<file path="src/rtl/bpred_pkg.sv">
// Shared types for the branch-predictor counter table scheduler.
package bpred_pkg;

  // 2-bit saturating branch counter; bit [1] is the predicted direction.
  typedef logic [1:0] ctr_t;

  // Weakly not-taken.
  localparam ctr_t CTR_INIT = 2'b01;

  // Default index width of the reference update entry.
  localparam int BPRED_IDX_W = 4;

  // Scheduler FSM states.
  typedef enum logic [1:0] {
    IDLE   = 2'd0,
    UPD_RD = 2'd1,
    UPD_WR = 2'd2
  } sched_state_e;

  // Queued resolve update.
  typedef struct packed {
    logic [BPRED_IDX_W-1:0] idx;
    logic                   taken;
  } upd_entry_t;

  // Saturating counter step: taken moves toward 3, not-taken toward 0.
  function automatic ctr_t ctr_next(input ctr_t c, input logic taken);
    ctr_t r;
    r = c;
    if (taken) begin
      if (c != 2'b11) r = c + 2'b01;
    end else begin
      if (c != 2'b00) r = c - 2'b01;
    end
    return r;
  endfunction

endpackage

</file>
<file path="src/rtl/bpred_upd_fifo.sv">
// Update FIFO: DEPTH-entry queue of update entries (DEPTH a power of two).
// A push into an empty queue becomes visible at the head on the next cycle.
module bpred_upd_fifo
  import bpred_pkg::*;
#(
  parameter int  DEPTH   = 4,
  parameter type entry_t = upd_entry_t
) (
  input  logic   clk,
  input  logic   rst_n,
  input  logic   i_push,
  input  entry_t i_data,
  input  logic   i_pop,
  output logic   o_full,
  output logic   o_empty,
  output entry_t o_head
);

  localparam int PW = (DEPTH > 1) ? $clog2(DEPTH) : 1;
  localparam logic [PW:0] FULL_LVL = (PW + 1)'(DEPTH);

  entry_t        r_mem [DEPTH];
  logic [PW-1:0] r_wr_ptr;
  logic [PW-1:0] r_rd_ptr;
  logic [PW:0]   r_count;
  logic          w_push;
  logic          w_pop;

  assign o_full  = (r_count == FULL_LVL);
  assign o_empty = (r_count == '0);
  assign o_head  = r_mem[r_rd_ptr];
  assign w_push  = i_push && !o_full;
  assign w_pop   = i_pop && !o_empty;

  // Storage write; data needs no reset because the level gates visibility.
  always_ff @(posedge clk) begin
    if (w_push) r_mem[r_wr_ptr] <= i_data;
  end

  // Pointers and level; simultaneous push and pop keep the level unchanged.
  always_ff @(posedge clk or negedge rst_n) begin
    if (!rst_n) begin
      r_wr_ptr <= '0;
      r_rd_ptr <= '0;
      r_count  <= '0;
    end else begin
      if (w_push) r_wr_ptr <= r_wr_ptr + 1'b1;
      if (w_pop)  r_rd_ptr <= r_rd_ptr + 1'b1;
      case ({w_push, w_pop})
        2'b10:   r_count <= r_count + 1'b1;
        2'b01:   r_count <= r_count - 1'b1;
        default: r_count <= r_count;
      endcase
    end
  end

endmodule

</file>
<file path="src/rtl/bpred_sched.sv">
// Branch counter table owner: arbitrates fetch lookups against queued
// resolve updates and applies each update as a two-cycle read-modify-write.
// Optional statistics counters are built when BPRED_STATS_EN is defined.
//
// Handshake: a lookup transfers on a cycle where lk_valid && lk_ready, an
// update transfers on a cycle where up_valid && up_ready; the ready signals
// depend only on scheduler state and FIFO level, never on the valids.
module bpred_sched
  import bpred_pkg::*;
#(
  parameter int IDX_W      = 4,
  parameter int FIFO_DEPTH = 4,
  parameter int MAX_DEFER  = 8
) (
  input  logic             clk,
  input  logic             rst_n,
  input  logic             lk_valid,
  output logic             lk_ready,
  input  logic [IDX_W-1:0] lk_idx,
  output logic             pred_valid,
  output logic             pred_taken,
  input  logic             up_valid,
  output logic             up_ready,
  input  logic [IDX_W-1:0] up_idx,
  input  logic             up_taken,
  output logic             busy,
  output sched_state_e     dbg_state
`ifdef BPRED_STATS_EN
  ,
  output logic [15:0]      lk_count,
  output logic [15:0]      up_count
`endif
);

  localparam int         TBL_N     = 1 << IDX_W;
  localparam logic [7:0] DEFER_MAX = 8'(MAX_DEFER);

  typedef struct packed {
    logic [IDX_W-1:0] idx;
    logic             taken;
  } entry_t;

  ctr_t             r_table [TBL_N];
  sched_state_e     r_state;
  sched_state_e     w_state_nxt;
  logic [7:0]       r_defer;
  logic [IDX_W-1:0] r_rmw_idx;
  logic             r_rmw_taken;
  ctr_t             r_rmw_ctr;
  logic             r_pred_valid;
  logic             r_pred_taken;

  logic             w_fifo_full;
  logic             w_fifo_empty;
  entry_t           w_fifo_head;
  entry_t           w_fifo_in;
  logic             w_push;
  logic             w_pop;
  logic             w_force;
  logic             w_lk_grant;

  assign w_fifo_in = '{idx: up_idx, taken: up_taken};
  assign up_ready  = !w_fifo_full;
  assign w_push    = up_valid && !w_fifo_full;

  bpred_upd_fifo #(
    .DEPTH   (FIFO_DEPTH),
    .entry_t (entry_t)
  ) u_fifo (
    .clk     (clk),
    .rst_n   (rst_n),
    .i_push  (w_push),
    .i_data  (w_fifo_in),
    .i_pop   (w_pop),
    .o_full  (w_fifo_full),
    .o_empty (w_fifo_empty),
    .o_head  (w_fifo_head)
  );

  // Next-state and arbitration: a full FIFO or exhausted defer budget forces an update.
  always_comb begin
    w_state_nxt = r_state;
    w_force     = w_fifo_full || (r_defer == DEFER_MAX);
    lk_ready    = 1'b0;
    w_pop       = 1'b0;
    case (r_state)
      IDLE: begin
        lk_ready = !w_force;
        if (!w_fifo_empty && (!lk_valid || w_force)) begin
          w_pop       = 1'b1;
          w_state_nxt = UPD_RD;
        end
      end
      UPD_RD:  w_state_nxt = UPD_WR;
      UPD_WR:  w_state_nxt = IDLE;
      default: w_state_nxt = IDLE;
    endcase
    w_lk_grant = lk_valid && lk_ready;
  end

  // State register.
  always_ff @(posedge clk or negedge rst_n) begin
    if (!rst_n) r_state <= IDLE;
    else        r_state <= w_state_nxt;
  end

  // Defer budget: counts lookup grants made while an update waits.
  always_ff @(posedge clk or negedge rst_n) begin
    if (!rst_n) begin
      r_defer <= '0;
    end else if (w_pop) begin
      r_defer <= '0;
    end else if (w_lk_grant && !w_fifo_empty && (r_defer != DEFER_MAX)) begin
      r_defer <= r_defer + 8'd1;
    end
  end

  // RMW register: capture the popped entry, then the current counter value.
  always_ff @(posedge clk or negedge rst_n) begin
    if (!rst_n) begin
      r_rmw_idx   <= '0;
      r_rmw_taken <= 1'b0;
      r_rmw_ctr   <= CTR_INIT;
    end else begin
      if (w_pop) begin
        r_rmw_idx   <= w_fifo_head.idx;
        r_rmw_taken <= w_fifo_head.taken;
      end
      if (r_state == UPD_RD) r_rmw_ctr <= r_table[r_rmw_idx];
    end
  end

  // Counter table: reinitialised on reset, written only in UPD_WR.
  always_ff @(posedge clk or negedge rst_n) begin
    if (!rst_n) begin
      for (int i = 0; i < TBL_N; i++) r_table[i] <= CTR_INIT;
    end else if (r_state == UPD_WR) begin
      r_table[r_rmw_idx] <= ctr_next(r_rmw_ctr, r_rmw_taken);
    end
  end

  // Prediction output: one-cycle pulse per grant; direction held between grants.
  always_ff @(posedge clk or negedge rst_n) begin
    if (!rst_n) begin
      r_pred_valid <= 1'b0;
      r_pred_taken <= 1'b0;
    end else begin
      r_pred_valid <= w_lk_grant;
      if (w_lk_grant) r_pred_taken <= r_table[lk_idx][1];
    end
  end

  assign pred_valid = r_pred_valid;
  assign pred_taken = r_pred_taken;
  assign busy       = !w_fifo_empty || (r_state != IDLE);
  assign dbg_state  = r_state;

`ifdef BPRED_STATS_EN
  logic [15:0] r_lk_count;
  logic [15:0] r_up_count;

  // Saturating activity counters: accepted lookups and completed writes.
  always_ff @(posedge clk or negedge rst_n) begin
    if (!rst_n) begin
      r_lk_count <= '0;
      r_up_count <= '0;
    end else begin
      if (w_lk_grant && (r_lk_count != 16'hFFFF)) r_lk_count <= r_lk_count + 16'd1;
      if ((r_state == UPD_WR) && (r_up_count != 16'hFFFF)) r_up_count <= r_up_count + 16'd1;
    end
  end

  assign lk_count = r_lk_count;
  assign up_count = r_up_count;
`endif

endmodule

</file>
<file path="config.mk">
export PLATFORM = sky130hd
export DESIGN_NAME = bpred_sched
export DESIGN_NICKNAME = d
export VERILOG_FILES = /design/src/rtl/bpred_pkg.sv /design/src/rtl/bpred_upd_fifo.sv /design/src/rtl/bpred_sched.sv
export SDC_FILE = /design/constraint.sdc
export NUM_CORES = 1
export LEC_CHECK = 0
export ABC_CLOCK_PERIOD_IN_PS = 3200
export CORE_UTILIZATION = 30
export DETAILED_ROUTE_END_ITERATION = 7
export HOLD_SLACK_MARGIN = 0.05
export PLACE_DENSITY = 0.5
export SLEW_MARGIN = 0
export SYNTH_ARGS = -nofsm -noshare
export SYNTH_HDL_FRONTEND = slang
export SYNTH_HIERARCHICAL = 1
export SYNTH_SLANG_ARGS = --single-unit
export TNS_END_PERCENT = 100
</file>
<file path="constraint.sdc">
create_clock -name clk -period 3.2 [get_ports clk]
set_input_delay 0.64 -clock clk [delete_from_list [all_inputs] [get_ports clk]]
set_output_delay 0.64 -clock clk [all_outputs]
set_load 0.01 [all_outputs]
</file>
# Word-level counts from Yosys, hierarchy flattened
# Memories as Yosys holds them, arrays and structs flattened. A register that Yosys moved wholly into a read port is not among the register bits.
# Cells that the tools add are included.
# W data, S select, Z words.
# classes
n_addsub	7
order_cmp	3
eq_ne	9
muxes	23
bitwise_logic	2
reduce_logical	22
# op_table
cell	count
$bwmux W32	1
$mux W2	10
$bmux W2 S4	2
$mux W8	2
$ge A5 B5 Y1 const B	2
$not A4 Y5	2
$add A8 B1 Y8 const B	1
$demux W2 S4	1
$eq A8 B4 Y1 const B	1
$logic_and A1 B1 Y1	8
$ne A8 B4 Y1 const B	1
$reduce_bool A2 Y1	4
$add A2 B1 Y2 const B	3
$pmux W3 S2	1
$logic_not A1 Y1	5
$lt A5 B1 Y1 const B	1
$mux W1	5
$eq A2 B1 Y1 const B	2
$eq A2 B2 Y1 const B	2
$ne A2 B2 Y1 const B	2
$pmux W2 S2	1
$add A3 B1 Y3 const B	1
$eq A3 B3 Y1 const B	1
$logic_not A3 Y1	1
4 further kinds	6
# totals
ff_bits	53
ramBits	20
in_bits	13
output_inout_bits	7
word_cells	91
n_memories	1
# memory_table
memory	depth	word_bits	read_ports	rd_ports_with_merged_regs	write_ports	line_no	text
u_fifo.r_mem	4	5	1	1	1	bpred_upd_fifo.sv:22	entry_t r_mem [DEPTH];

# Logic depth before layout (Yosys ltp)
# Gate-level depths: netlist (run 1).
# depth
word_depth	9
depth_mapped	13

# Hierarchy
# The synthesis (run 1) kept the hierarchy.
# modules_own_cells
mod	n_inst	cells_each	area_each_um2
bpred_sched	1	210	2728.9
bpred_upd_fifo	1	64	1164.9

# Worst setup path before layout (run 1)
# No wires, ideal clock.
# synth_timing
path_type	register -> register
from	register r_defer[0]
to	register u_fifo.r_count[2]
arrival_time_ns	2.449
required_ns	3.121
slack_ns	0.672
path_stages_with_launch	14
synth_period_minus_slack_ns	2.528
path_cell_list	dfrtp_1 -> inv_1 -> ha_1 -> nor4bb_1 -> nand2_1 -> a21oi_4 -> buf_6 -> o31a_2 -> ha_1 -> inv_1 -> fa_1 -> xor2_1 -> nor2_1 -> xor2_1
# synth_between
elab_chain_len	9
elab_cells_between_ends	11
classes_between	eq/ne (3); mux (3); reduce/logical (5)
# synth_lines
element	line_no	text
start: declaration	bpred_sched.sv:46	logic [7:0] r_defer;
start signal: assignment	bpred_sched.sv:114	r_defer <= r_defer + 8'd1;
$eq A8 B4 Y1 *	bpred_sched.sv:83	w_force = w_fifo_full || (r_defer == DEFER_MAX);
$logic_or A1 B1 Y1 *	bpred_sched.sv:83	
$logic_or A1 B1 Y1 *	bpred_sched.sv:89	if (!w_fifo_empty && (!lk_valid || w_force)) begin
$logic_and A1 B1 Y1 *	bpred_sched.sv:89	
$mux W1 *	bpred_sched.sv:89	
$mux W1 *	bpred_sched.sv:86	case (r_state)
via w_pop	bpred_sched.sv:58	logic w_pop;
$logic_and A1 B1 Y1 *	bpred_upd_fifo.sv:33	assign w_pop = i_pop && !o_empty;
via u_fifo.w_pop	bpred_upd_fifo.sv:27	logic w_pop;
$eq A2 B1 Y1 / $eq A2 B2 Y1 (equally long branches)	bpred_upd_fifo.sv:49	case ({w_push, w_pop})
$pmux W3 S2 / $reduce_bool A2 Y1 (equally long branches)	--	
end signal: assignment	bpred_upd_fifo.sv:50	2'b10: r_count <= r_count + 1'b1;
end signal: assignment	bpred_upd_fifo.sv:51	2'b01: r_count <= r_count - 1'b1;
end signal: assignment	bpred_upd_fifo.sv:52	default: r_count <= r_count;
end: declaration	bpred_upd_fifo.sv:25	logic [PW:0] r_count;
# Mark *: on every way through the listed nets, which the timed path passes. The rest lies on a longest branch.
# A chain may end at the register's enable or synchronous reset.

# Worst setup path after layout (run 1)
# layout_timing
from	register r_defer[0]
to	output port lk_ready
# layout_between
elab_chain_len	4
# layout_lines
element	line_no	text
$eq A8 B4 Y1	bpred_sched.sv:83	
$logic_or A1 B1 Y1	bpred_sched.sv:83	
$logic_not A1 Y1	bpred_sched.sv:88	lk_ready = !w_force;
$mux W1	bpred_sched.sv:86	
end: declaration	bpred_sched.sv:18	output logic lk_ready,
# No other way between the ends.

==> results.tsv, run 1 <==
metric	value	unit
post-synthesis mux area share	0.2336	
cell taking the most area after synthesis	dfrtp_1	
number of flops mapped to enable cells by yosys	20	
Sink Count	78	
Crit Path Category	flip-flop to output pin	
Area Overhead vs Synth	16.29	%
Reg clk slew, reported paths	0.06	ns
Fill cells	1244	
final core occ	0.3588	
pwr/cell area	918.3	mW/mm²
Seq cells post-synth	78	
worst-path cell chain	inv_1, ha_1, nor4bb_1, nand2_1, and3_1, clkdlybuf4s50_1	
CP Launch Type	flip-flop	
num ports	20	
Worst Setup End Kind	output pin	
HP Class	input port to asynchronous set/reset pin	
Avg Inst Size Synth	14.21	µm²
hold_buf cts	0	
syn_nets	295	
first-pass GRT wire length	12.15	mm
outcome	finished, final reports clean	
Post-Synth Adder-Cell Area	0.03278	
Synth Area in Compound Gates	0.01928	
Peak Freq	361.8	MHz
post-synth top area share	0.2635	
die area	0.01344	mm²
final estimated routing congestion in global placement	0.7561	
hpwl dp	4.945	mm
later-pin clock latency in the skew report	0.34	ns
CTS tree	yes	
crit-path max cell delay	0.47	ns
n_diodes	0	
Top FF cell, synth	dfrtp_1	
drt wl/cell	14.98	µm
share of cells above drive strength 1	0.3322	
Residual DRC	0	
gr usage total	0.1212	
Worst-Margin Slew	0.7515	ns
max-slew violation count	0	
DR pass1 iterations	4	
Top Family by Delay on Critical Path	simple AND/OR/NAND/NOR gates	
setup TNS	0	ns
main combinational cell family by area after synthesis	multiplexers	
Max-cap violations	0	
Max VDD drop	0.2952	mV
total CTS buffers	9	
vias	2146	
buffer count from post-CTS setup fixing	0	
clk buf depth	2	
final WL	7.084	mm
synth cell count leaders	dfrtp_1, mux2_2, nand2_1	
die span in y	115.9	µm
global route overflow	0	
RSZ-0062 raised after global routing	false	
initial core utilization	0.3085	
number of global-route vias before repair	2263	
Worst EP arrival	2.12	ns
core area	0.01262	mm²
CP max-delay cell	clkdlybuf4s50_1	
CP required	2.56	ns
Yosys cell types	44	
Setup violations, final	0	
Hold Fails Final Rpt	0	
H-Tree Depth	3	
Layout Skew	0.009921	ns
initial antenna violation count	0	
asr flop ratio synth	0.7436	
share of the yosys chip area belonging to registers	0.5325	
Slew headroom	0.4990	
Synth Instances	274	
leakage	0.001903	µW
Final Cycle Share	0.8636	
Synth Area in Simple Gates	0.1224	
largest net degree at the start of global routing	59	
# resized after CTS	0	
top cells by area, synth	dfrtp_1, edfxtp_1, dfstp_2	
Crit path buffers/inverters	2	
crit path time final	2.764	ns
row cnt	41	
Root Buffer Master	clkbuf_16	
mapped cell area	0.003894	mm²
most common cell in the netlist	dfrtp_1	
DRT iter0 DRCs	102	
Nets	317	
vias per cell	4.537	
Yosys Warn Count	6	
Synth Area in XOR/XNOR	0.02699	
CP Max Fanout	7	
I/O Buffers	19	
antenna viol nets, final	0	
Die Span X	115.9	µm
-- registers in the layout, summed over array words and instances (netlist names) --
name,count
r_rmw_ctr,2
u_fifo/r_rd_ptr,2
u_fifo/r_wr_ptr,2
pred_valid,1
pred_taken,1
r_rmw_idx,4
dbg_state,2
u_fifo/r_mem,20
u_fifo/r_count,3
r_table,32
r_rmw_taken,1
r_defer,8
-- layout make-up --
class                   count  area, µm²  share of cell area
clock buffers               9      225.2             0.04974
repair buffers             22      207.7             0.04587
clock inverters             7      63.81             0.01409
flip-flops and latches     78       2073              0.4579
inverters                  13      48.80             0.01078
multi-input cells         172       1694              0.3741
well taps                 172      215.2             0.04753
-- where the power goes --
part	internal (µW)	switching [µW]	leakage, µW	total [µW]
Combinational	761	619	0.000871	1380
Sequential	1400	381	0.000896	1790
Clock	543	450	0.000136	993
Total	2710	1450	0.00190	4160
-- stage by stage --
stage / std cells / worst slack (ns) / hold WS, ns / instance area, µm² / total power, µW
5_1_grt: 473 / 0.2728 / 0.5259 / 4528 / 4446
3_5_place_dp: 457 / 0.5110 / 0.5063 / 4239 / 3215
3_3_place_gp: 457 / 0.5678 / 0.5059 / 4239 / 3202
2_1_floorplan: 274 / 0.6718 / 0.3444 / 3894 / 2837
6_report: 473 / 0.4363 / 0.4444 / 4528 / 4158
4_1_cts: 473 / 0.4121 / 0.4788 / 4528 / 4226
-- final timing paths --
kind	startpoint	cells past startpoint	end	slack (ns)
max in group asynchronous	rst_n	2	r_defer[6]	2.24
worst max register to register	r_defer[0]	12	u_fifo/r_count[2]	0.67
min in group clk	pred_taken	1	pred_taken	0.51
worst min register to register	pred_taken	1	pred_taken	0.51
worst min-delay path	rst_n	2	r_table[27]	0.44
worst max-delay path	r_defer[0]	6	lk_ready	0.44
-- logic make-up (layout without fill, tap and decap cells) --
logic type / Yosys count / after routing
adder cells (fa/ha/maj): 10 / 10
AO/OA/AOI/OAI: 9 / 9
multiplexers: 66 / 66
XOR/XNOR: 12 / 12
flip-flops: 78 / 78
AND/OR/NAND/NOR: 75 / 75
buffers and inverters: 24 / 51
-- cell usage in the layout (no fill, tap or decap), types with 8 or more instances in the layout --
| cell type | n |
|---|---|
| dfstp_2 | 17 |
| nor2_1 | 11 |
| dfrtp_1 | 41 |
| mux4_2 | 8 |
| edfxtp_1 | 20 |
| xor2_1 | 9 |
| mux2i_1 | 14 |
| clkdlybuf4s50_1 | 18 |
| mux2_2 | 34 |
| nand2_1 | 21 |
| clkbuf_16 | 9 |
| inv_1 | 13 |
-- layer usage --
layer  wire length, µm  global-route usage  vias up
met5                 0                   0        -
met4               105             0.04359        0
met3               215             0.04027        8
met2              3204              0.1782       23
met1              3558              0.1661     1075
li1                  -                   -     1040
No activity file was read; power rests on OpenSTA's default activity.
==> run 2: changes to the inputs <==
- CAP_MARGIN: default -> 20
- REMOVE_ABC_BUFFERS: default -> 1
==> run 2 against run 1 <==
  * Global-route usage shrank 0.090 points
  * Sequential power about the same
  * Worst hold slack lost 0.26 ns
  * Sequential cell count stayed put
  * Combinational power barely moved
  * Setup slack worse by 0.017 ns
  * Count of clock-buffer cells in the layout is 1 higher
  * Critical path type unchanged
  * Register-to-register slack hardly changed
==> results.tsv, run 2 (synthesis gave the netlist of run 1 again) <==
metric	value	unit
outcome	finished, final reports clean	
hold_buf cts	0	
vias per cell	4.601	
Setup violations, final	0	
max-slew violation count	0	
Residual DRC	0	
max reg flops	32	
Largest Register	r_table	
CTS tree	yes	
crit-path max cell delay	0.48	ns
initial core utilization	0.3085	
antenna viol nets, final	0	
Design Area, Final	0.004513	mm²
Nets	318	
most common cell after layout, fill and taps aside	dfrtp_1	
CP Max Fanout	7	
dpl cell area	0.004247	mm²
CP required	2.56	ns
H-Tree Depth	3	
hpwl dp	5.179	mm
DRT iter0 DRCs	85	
HP Class	input port to asynchronous set/reset pin	
RSZ-0062 raised after global routing	false	
most frequent cells in the layout	dfrtp_1, mux2_2, nand2_1	
leakage	0.001899	µW
final WL	7.229	mm
Max-cap violations	0	
worst-path cell chain	inv_1, ha_1, nor4bb_1, nand2_1, and3_1, clkdlybuf4s50_1	
largest net degree at the start of global routing	29	
buffer count from post-CTS setup fixing	0	
Worst EP arrival	2.14	ns
Inst Count DP	458	
global route overflow	0	
total CTS buffers	9	
crit path time final	2.781	ns
biggest regs	r_table (32), u_fifo/r_mem (20), r_defer (8)	
DR pass1 iterations	4	
clk buf depth	2	
core area	0.01262	mm²
die area	0.01344	mm²
Layout Skew	0.006396	ns
register area	0.002073	mm²
Area Overhead vs Synth	15.91	%
setup TNS	0	ns
Worst Setup End Kind	output pin	
I/O Buffers	19	
initial antenna violation count	0	
Hold Fails Final Rpt	0	
CP Launch Type	flip-flop	
number of global-route vias before repair	2226	
gr usage total	0.1203	
Max VDD drop	0.3160	mV
final estimated routing congestion in global placement	0.7304	
share of cells above drive strength 1	0.3245	
vias	2181	
drt wl/cell	15.25	µm
Crit path buffers/inverters	2	
# resized after CTS	0	
area of the multi-input gates	0.001694	mm²
Final Cycle Share	0.8690	
pwr/cell area	907.7	mW/mm²
post-route insts no fill	474	
Peak Freq	359.6	MHz
Crit Path Category	flip-flop to output pin	
n_diodes	0	
Top Family by Delay on Critical Path	simple AND/OR/NAND/NOR gates	
first-pass GRT wire length	11.85	mm
Slew headroom	0.5231	
CP max-delay cell	clkdlybuf4s50_1	
Reg clk slew, reported paths	0.06	ns
Root Buffer Master	clkbuf_16	
Final Power	4097	µW
num ports	20	
Fill cells	1262	
later-pin clock latency in the skew report	0.33	ns
Sink Count	78	
Die Span X	115.9	µm
die span in y	115.9	µm
row cnt	41	
Worst-Margin Slew	0.7154	ns
run 2: per-layer routing:
layer | routed length (µm) | GRT usage | share of wire
met3 | 158 | 0.02563 | 0.022
met5 | 0 | 0 | 0
met4 | 136 | 0.06410 | 0.019
met2 | 3373 | 0.1849 | 0.47
met1 | 3561 | 0.1591 | 0.49
run 2: path summary, 6_finish.rpt:
path                             from                end  slack [ns]  cells past startpoint
min in group clk           pred_taken         pred_taken        0.51                      1
max in group asynchronous       rst_n         r_table[0]        2.33                      2
min reg2reg                pred_taken         pred_taken        0.51                      1
max reg2reg                r_defer[0]  u_fifo/r_count[2]        0.67                     12
min                             rst_n        r_table[23]        0.18                      1
max                        r_defer[0]           lk_ready        0.42                      6
run 2: final cells by class:
cell class / instances / share of cell area
Clock buffer: 10 / 0.05073
Clock inverter: 6 / 0.008317
Inverter: 13 / 0.01081
Multi-Input combinational cell: 172 / 0.3754
Sequential cell: 78 / 0.4594
Tap cell: 172 / 0.04768
Timing Repair Buffer: 23 / 0.04768
run 2: metrics by stage:
stage | util | setup WS [ns] | hold WS (ns)
2_1_floorplan | - | 0.6185 | 0.3444
3_3_place_gp | 0.3365 | 0.5680 | 0.5056
3_5_place_dp | 0.3365 | 0.5347 | 0.5110
4_1_cts | 0.3576 | 0.4052 | 0.1776
6_report | 0.3576 | 0.4192 | 0.1810
5_1_grt | 0.3576 | 0.2961 | 0.1926
run 2: power breakdown:
group	internal, µW	switching, µW
Sequential	1400	385
Clock	522	399
Combinational	761	625
Total	2690	1410
